**config.mk**
```make
export PLATFORM = sky130hd
export DESIGN_NAME = pic_fetch_branch
export DESIGN_NICKNAME = d
export VERILOG_FILES = /design/src/rtl/pic_fetch_branch_pkg.sv /design/src/rtl/pic_fetch_branch_return_stack.sv /design/src/rtl/pic_fetch_branch.sv
export SDC_FILE = /design/constraint.sdc
export NUM_CORES = 1
export LEC_CHECK = 0
export ABC_AREA = 1
export CAP_MARGIN = 5
export CORE_ASPECT_RATIO = 1.4
export CORE_MARGIN = 10
export CORE_UTILIZATION = 46
export CTS_BUF_LIST = sky130_fd_sc_hd__clkbuf_4
export DETAILED_ROUTE_END_ITERATION = 7
export GPL_TIMING_DRIVEN = 0
export PLACE_DENSITY_LB_ADDON = 0.3
export SYNTH_ARGS = -nofsm -noshare
export SYNTH_HDL_FRONTEND = slang
export SYNTH_SLANG_ARGS = --single-unit
```
**constraint.sdc**
```tcl
create_clock -name clk -period 1.9 [get_ports clk]
set_clock_uncertainty 0.2 [all_clocks]
set_input_delay 0.38 -clock clk [delete_from_list [all_inputs] [get_ports clk]]
set_output_delay 0.38 -clock clk [all_outputs]
set_load 0.02 [all_outputs]
```
**src/rtl/pic_fetch_branch_pkg.sv**
```systemverilog
// Shared opcode masks/values and the instruction classifier for the
// PIC baseline fetch/branch stage.
package pic_fetch_branch_pkg;

  // Reset value of the instruction register: NOP.
  localparam logic [11:0] OP_NOP        = 12'h000;

  // GOTO 101k_kkkk_kkkk
  localparam logic [11:0] OP_GOTO_MASK  = 12'hE00;
  localparam logic [11:0] OP_GOTO_VAL   = 12'hA00;
  // CALL 1001_kkkk_kkkk
  localparam logic [11:0] OP_CALL_MASK  = 12'hF00;
  localparam logic [11:0] OP_CALL_VAL   = 12'h900;
  // RETLW 1000_kkkk_kkkk
  localparam logic [11:0] OP_RETLW_MASK = 12'hF00;
  localparam logic [11:0] OP_RETLW_VAL  = 12'h800;
  // Skip group: BTFSC 0110_*, BTFSS 0111_*, DECFSZ 0010_11*, INCFSZ 0011_11*
  localparam logic [11:0] OP_BTFSC_MASK  = 12'hF00;
  localparam logic [11:0] OP_BTFSC_VAL   = 12'h600;
  localparam logic [11:0] OP_BTFSS_MASK  = 12'hF00;
  localparam logic [11:0] OP_BTFSS_VAL   = 12'h700;
  localparam logic [11:0] OP_DECFSZ_MASK = 12'hFC0;
  localparam logic [11:0] OP_DECFSZ_VAL  = 12'h2C0;
  localparam logic [11:0] OP_INCFSZ_MASK = 12'hFC0;
  localparam logic [11:0] OP_INCFSZ_VAL  = 12'h3C0;

  // Decoded class of the instruction sitting in IR.
  typedef enum logic [2:0] {
    INSTR_OTHER = 3'd0,
    INSTR_GOTO  = 3'd1,
    INSTR_CALL  = 3'd2,
    INSTR_RETLW = 3'd3,
    INSTR_SKIP  = 3'd4
  } instr_class_e;

  // Classify a 12-bit instruction word; the opcode groups never overlap.
  function automatic instr_class_e classify_instr(input logic [11:0] word);
    instr_class_e cls;
    if ((word & OP_GOTO_MASK) == OP_GOTO_VAL) begin
      cls = INSTR_GOTO;
    end else if ((word & OP_CALL_MASK) == OP_CALL_VAL) begin
      cls = INSTR_CALL;
    end else if ((word & OP_RETLW_MASK) == OP_RETLW_VAL) begin
      cls = INSTR_RETLW;
    end else if (((word & OP_BTFSC_MASK)  == OP_BTFSC_VAL)  ||
                 ((word & OP_BTFSS_MASK)  == OP_BTFSS_VAL)  ||
                 ((word & OP_DECFSZ_MASK) == OP_DECFSZ_VAL) ||
                 ((word & OP_INCFSZ_MASK) == OP_INCFSZ_VAL)) begin
      cls = INSTR_SKIP;
    end else begin
      cls = INSTR_OTHER;
    end
    return cls;
  endfunction

endpackage

```
**src/rtl/pic_fetch_branch_return_stack.sv**
```systemverilog
// Two-level return-address stack for the PIC fetch/branch stage.
// Push shifts L1 into L2 (old L2 is lost); pop moves L2 into L1 and leaves
// L2 unchanged, so repeated underflow keeps returning L2.
// Optional feature macro: PIC_STACK_ERR_EN adds a saturating depth counter
// and a sticky stack_err flag for overflow/underflow.
module pic_fetch_branch_return_stack #(
  parameter int AW    = 9,
  parameter int DEPTH = 2
) (
  input  logic          clk,
  input  logic          rst,
  input  logic          push,
  input  logic          pop,
  input  logic [AW-1:0] data_in,
  output logic [AW-1:0] tos
`ifdef PIC_STACK_ERR_EN
  ,
  output logic          stack_err
`endif
);

  logic [AW-1:0] level1_r;
  logic [AW-1:0] level2_r;

  // Shift return addresses in on push and out on pop; hold otherwise.
  always_ff @(posedge clk or negedge rst) begin
    if (!rst) begin
      level1_r <= {AW{1'b0}};
      level2_r <= {AW{1'b0}};
    end else if (push) begin
      level2_r <= level1_r;
      level1_r <= data_in;
    end else if (pop) begin
      level1_r <= level2_r;
      level2_r <= level2_r;
    end else begin
      level1_r <= level1_r;
      level2_r <= level2_r;
    end
  end

  assign tos = level1_r;

`ifdef PIC_STACK_ERR_EN
  localparam logic [1:0] DEPTH_MAX = 2'(DEPTH);

  logic [1:0] depth_r;
  logic       err_r;

  // Track occupancy (saturating) and latch any push-when-full or pop-when-empty.
  always_ff @(posedge clk or negedge rst) begin
    if (!rst) begin
      depth_r <= 2'd0;
      err_r   <= 1'b0;
    end else if (push) begin
      if (depth_r == DEPTH_MAX) begin
        depth_r <= depth_r;
        err_r   <= 1'b1;
      end else begin
        depth_r <= depth_r + 2'd1;
        err_r   <= err_r;
      end
    end else if (pop) begin
      if (depth_r == 2'd0) begin
        depth_r <= depth_r;
        err_r   <= 1'b1;
      end else begin
        depth_r <= depth_r - 2'd1;
        err_r   <= err_r;
      end
    end else begin
      depth_r <= depth_r;
      err_r   <= err_r;
    end
  end

  assign stack_err = err_r;
`else
  // Depth is only needed for error detection, which is not built here.
  logic unused_depth_s;
  assign unused_depth_s = (DEPTH == 2);
`endif

endmodule

```
**src/rtl/pic_fetch_branch.sv**
```systemverilog
// PIC baseline instruction fetch/branch stage: IR capture at q2, opcode
// decode from q3, GOTO/CALL/RETLW target muxing, skip request, and the
// return stack (updated at the q4 edge).
// Optional feature macro: PIC_STACK_ERR_EN exposes the sticky stack_err port.
module pic_fetch_branch #(
  parameter int L2_PIC_INSTR_MEM_DEPTH = 9,
  parameter int PIC_INSTR_WIDTH        = 12,
  parameter int PIC_STACK_DEPTH        = 2
) (
  input  logic                              clk,
  input  logic                              rst,
  input  logic                              q1,
  input  logic                              q2,
  input  logic                              q3,
  input  logic                              q4,
  input  logic [L2_PIC_INSTR_MEM_DEPTH-1:0] pc,
  output logic [L2_PIC_INSTR_MEM_DEPTH-1:0] imem_addr,
  input  logic [PIC_INSTR_WIDTH-1:0]        imem_rdata,
  input  logic                              skip_cond,
  output logic [PIC_INSTR_WIDTH-1:0]        ir,
  output logic [L2_PIC_INSTR_MEM_DEPTH-1:0] goto_addr,
  output logic                              goto_enable,
  output logic                              skip
`ifdef PIC_STACK_ERR_EN
  ,
  output logic                              stack_err
`endif
);

  import pic_fetch_branch_pkg::*;

  localparam int AW = L2_PIC_INSTR_MEM_DEPTH;

  logic [PIC_INSTR_WIDTH-1:0] ir_r;
  instr_class_e               cls_s;
  logic [AW-1:0]              tos_s;
  logic [AW-1:0]              ret_addr_s;
  logic [AW-1:0]              goto_addr_s;
  logic                       goto_enable_s;
  logic                       skip_s;
  logic                       push_s;
  logic                       pop_s;

  // q1/q3 carry no event of their own here: decode is combinational from IR.
  logic unused_phase_s;
  assign unused_phase_s = q1 ^ q3;

  // No prefetch: memory is addressed straight from the PC.
  assign imem_addr = pc;

  // Capture the fetched word on the q2 edge and hold it for the rest of the cycle.
  always_ff @(posedge clk or negedge rst) begin
    if (!rst) begin
      ir_r <= OP_NOP;
    end else if (q2) begin
      ir_r <= imem_rdata;
    end else begin
      ir_r <= ir_r;
    end
  end

  assign ir    = ir_r;
  assign cls_s = classify_instr(ir_r);

  // Return address wraps naturally at the top of program memory.
  assign ret_addr_s = pc + AW'(1);

  // Decode IR into branch target, branch/skip requests and stack operations.
  always_comb begin
    goto_enable_s = 1'b0;
    goto_addr_s   = {AW{1'b0}};
    skip_s        = 1'b0;
    push_s        = 1'b0;
    pop_s         = 1'b0;
    case (cls_s)
      INSTR_GOTO: begin
        goto_enable_s = 1'b1;
        goto_addr_s   = AW'(ir_r[8:0]);
      end
      INSTR_CALL: begin
        // CALL can only reach the lower half page: target bit 8 is forced to 0.
        goto_enable_s = 1'b1;
        goto_addr_s   = AW'({1'b0, ir_r[7:0]});
        push_s        = q4;
      end
      INSTR_RETLW: begin
        goto_enable_s = 1'b1;
        goto_addr_s   = tos_s;
        pop_s         = q4;
      end
      INSTR_SKIP: begin
        skip_s = skip_cond;
      end
      INSTR_OTHER: begin
        goto_enable_s = 1'b0;
      end
      default: begin
        goto_enable_s = 1'b0;
      end
    endcase
  end

  assign goto_enable = goto_enable_s;
  assign goto_addr   = goto_addr_s;
  assign skip        = skip_s;

  pic_fetch_branch_return_stack #(
    .AW    (AW),
    .DEPTH (PIC_STACK_DEPTH)
  ) u_stack (
    .clk       (clk),
    .rst       (rst),
    .push      (push_s),
    .pop       (pop_s),
    .data_in   (ret_addr_s),
    .tos       (tos_s)
`ifdef PIC_STACK_ERR_EN
    ,
    .stack_err (stack_err)
`endif
  );

endmodule

```
==> metrics.md <==
| Metric | Value |
|---|---|
| Status | `finished with violations` |
| Failing checks | `negative setup slack` |
| Worst min path class | `in -> reg` |
| Post-detailed-placement cell area | `2260 um^2` |
| Worst path required time | `1.32 ns` |
| Worst EP arrival | `around 1.5 ns` |
| IO Count | `60` |
| Layout cell share with drive strength beyond 1 | `0.398` |
| Crit Path Max Fanout | `4` |
| Vias/cell | `between 5 and 6` |
| FP Rows | `25` |
| WHS Path Cells | `4` |
| Syn Nets | `216` |
| Max VDD drop | `0.533 mV` |
| Num CTS Buffers | `5` |
| Pins Over Slew Limit | `0` |
| Detailed placer's ending HPWL | `between 3000 and 4000 um` |
| 1st-pass router iterations | `4` |
| Die width | `between 70 and 80 um` |
| Syn Inst Count | `187` |
| Syn_area_per_cell | `8.63 um^2` |
| Nets | `297` |
| DR vias | `1,617` |
| Vias in the first global route | `1,675` |
| Sequential cell area fraction in the yosys report | `0.465` |
| Largest net degree at the start of global routing | `18` |
| WL final | `5090 um` |
| Clock slew at reported path FFs | `0.10 ns` |
| Final instance area | `2570 um^2` |
| Initial antenna violation count | `0` |
| RSZ-0062 raised after global routing | `yes` |
| Share of the clock period used by the worst path | `1.10` |
| Worst-skew pair later-pin latency | `0.35 ns` |
| Fmax | `between 400 and 500 MHz` |
| Path depth of the worst reg2reg path | `10` |
| Routed len/inst | `16.5 um` |
| Pwr/cell area | `801 nW/um^2` |
| Yosys Warn Count | `0` |
| Fin crit period | `2.09 ns` |
| Port Buffers | `56` |
| Max-slew headroom | `0.518` |
| Fillers | `~240` |
| GP Congestion | `0.783` |
| P_leak | `between 1 and 1.5 nW` |
| Die ar. | `6310 um^2` |
| Worst slew pin tran | `0.721 ns` |
| # diodes | `0` |
| Final count of hold timing violations | `0` |
| Post-DRT Antenna Nets | `0` |
| Post-synth cell types | `24` |
| Synth Cell Area | `between 1500 and 2000 um^2` |
| Setup crit end kind | `output port` |
| Critical path type | `reg -> out` |
| Total negative setup slack | `-1.25 ns` |
| Hold_buf cts | `0` |
| Startpoint class of the critical path | `flop` |
| CTS H-Tree Depth | `2` |
| Starting Density | `0.478` |
| Die H | `90.1 um` |
| CTS sink cnt | `30` |
| 1st-iter DRT viols | `67` |
| Residual DRC | `0` |
| All-Layer GR Usage | `0.148` |
| Root Buffer | `clkbuf_4` |
| CTS tree | `yes` |
| Layout area overhead | `59.0%` |
| #FFs+latches synth | `30` |
| Total gr overflow | `0` |
| Final setup viols | `9` |
| Final worst slack | `-0.193 ns` |
| Max Cap Viol | `0` |
| Core area | `between 3000 and 4000 um^2` |
| Maximum root-to-sink buffer count | `2` |
| First-pass GRT wire length | `7740 um` |
-- power breakdown --
group | total [W] | internal [W] | switching [W]
clock network | 0.000384 | 0.000153 | 0.000231
logic | 0.000755 | 0.000332 | 0.000423
registers | 0.000917 | 0.000808 | 0.000109
total | 0.00206 | 0.00129 | 0.000764
-- cells in the final DEF, fill, tap and decap left out, types with 2 or more instances in the layout --
cell type	synthesis	routed
nor2_4	1	3
a21oi_4	0	3
clkdlybuf4s50_1	0	19
dfrtp_1	30	27
dlygate4sd2_1	0	11
dfrtp_2	0	3
o21ai_2	8	16
buf_8	0	2
dlymetal6s2s_1	0	5
a21oi_2	0	5
buf_4	10	25
nand2_2	1	2
nor2_1	17	15
nand3_1	16	15
mux2_2	9	9
clkbuf_4	0	6
buf_6	1	12
inv_4	1	2
clkbuf_2	0	3
nand2_1	32	31
inv_1	16	16
a21oi_1	23	15
clkdlybuf4s15_2	0	7
o21ai_0	11	3
-- synthesized netlist by cell type --
master     n  area [um^2]
nand2_4    1         11.3
a21oi_1   23          115
buf_6      1         11.3
nor2_4     1         11.3
mux2_2     9          101
ha_1       1         12.5
or2_2      1         6.26
inv_4      1         6.26
dfrtp_1   30          751
nand2_1   32          120
nand3_1   16         80.1
nor2_8     1         20.0
clkbuf_1   1         3.75
buf_4     10         75.1
o21ai_2    8         70.1
inv_1     16         60.1
nor2_1    17         63.8
clkinv_2   1         5.00
nand2_2    1         6.26
inv_2      1         3.75
buf_2      2         10.0
o21bai_1   1         7.51
a21o_1     1         7.51
o21ai_0   11         55.1
-- worst max-delay path, stage by stage (launching register included) --
cell	delay [ns]
dfrtp_2	0.43
nor2_4	0.19
buf_6	0.15
o21ai_2	0.07
a21oi_2	0.18
buf_6	0.15
-- per-layer routing --
layer,vias up,wire [um],track usage
met5,-,0,0
met2,67,2560,0.245
met4,0,85,0.0594
met1,770,1980,0.153
li1,772,-,-
met3,8,467,0.0781
-- area by class of cell --
type                       count  area, um^2  area share
multi-input combinational    125         800       0.312
sequential                    30         754       0.294
timing repair buffer          73         722       0.281
buffer                        14         110      0.0429
inverter                      19        76.3      0.0297
tap                           40        50.0      0.0195
clock buffer                   6        45.0      0.0176
clock inverter                 2        8.76     0.00341
-- per-stage QoR --
step                       util  power (W)  hold WS (ns)  setup WS (ns)  cells
after global placement    0.661    0.00153         0.264         -0.621    283
after floorplan               -    0.00129        -0.116        -0.0173    187
after detailed placement  0.669    0.00156         0.267         -0.657    284
after global routing      0.760    0.00219         0.266         -0.242    309
final                     0.760    0.00206         0.231         -0.193    309
after CTS                 0.716    0.00198         0.267         -0.153    303
-- worst paths after layout --
check                               startpoint                  end  slack (ns)
max                                      ir[9]         goto_addr[4]       -0.19
min                                      pc[4]       u_stack.tos[4]        0.23
max reg2reg                             ir[10]  u_stack.level2_r[7]        0.04
min reg2reg                u_stack.level2_r[8]  u_stack.level2_r[8]        0.29
max in group asynchronous                  rst                ir[8]        0.70
min in group asynchronous                  rst       u_stack.tos[7]        0.26
-- state kept, by name (all words and copies together), names as in the netlist --
| register | count |
|---|---|
| u_stack.level2_r | 9 |
| u_stack.tos | 9 |
| ir | 12 |
-- cell families after synthesis --
group / Yosys count / synth area share
AOI/OAI and AO/OA: 44 / 0.158
DFF: 30 / 0.465
buffers and inverters: 33 / 0.109
muxes: 9 / 0.0628
adders and majority gates: 1 / 0.00775
and+or+nand+nor: 70 / 0.198
-- what timing repair did --
item                       4_1_cts  5_1_grt
setup endpoints to repair       32       29
setup buffers                    9        7
gates resized for setup        114       40
cloned                           2        0
pin swaps                        4        8
Power figures use the tool's default switching activity.
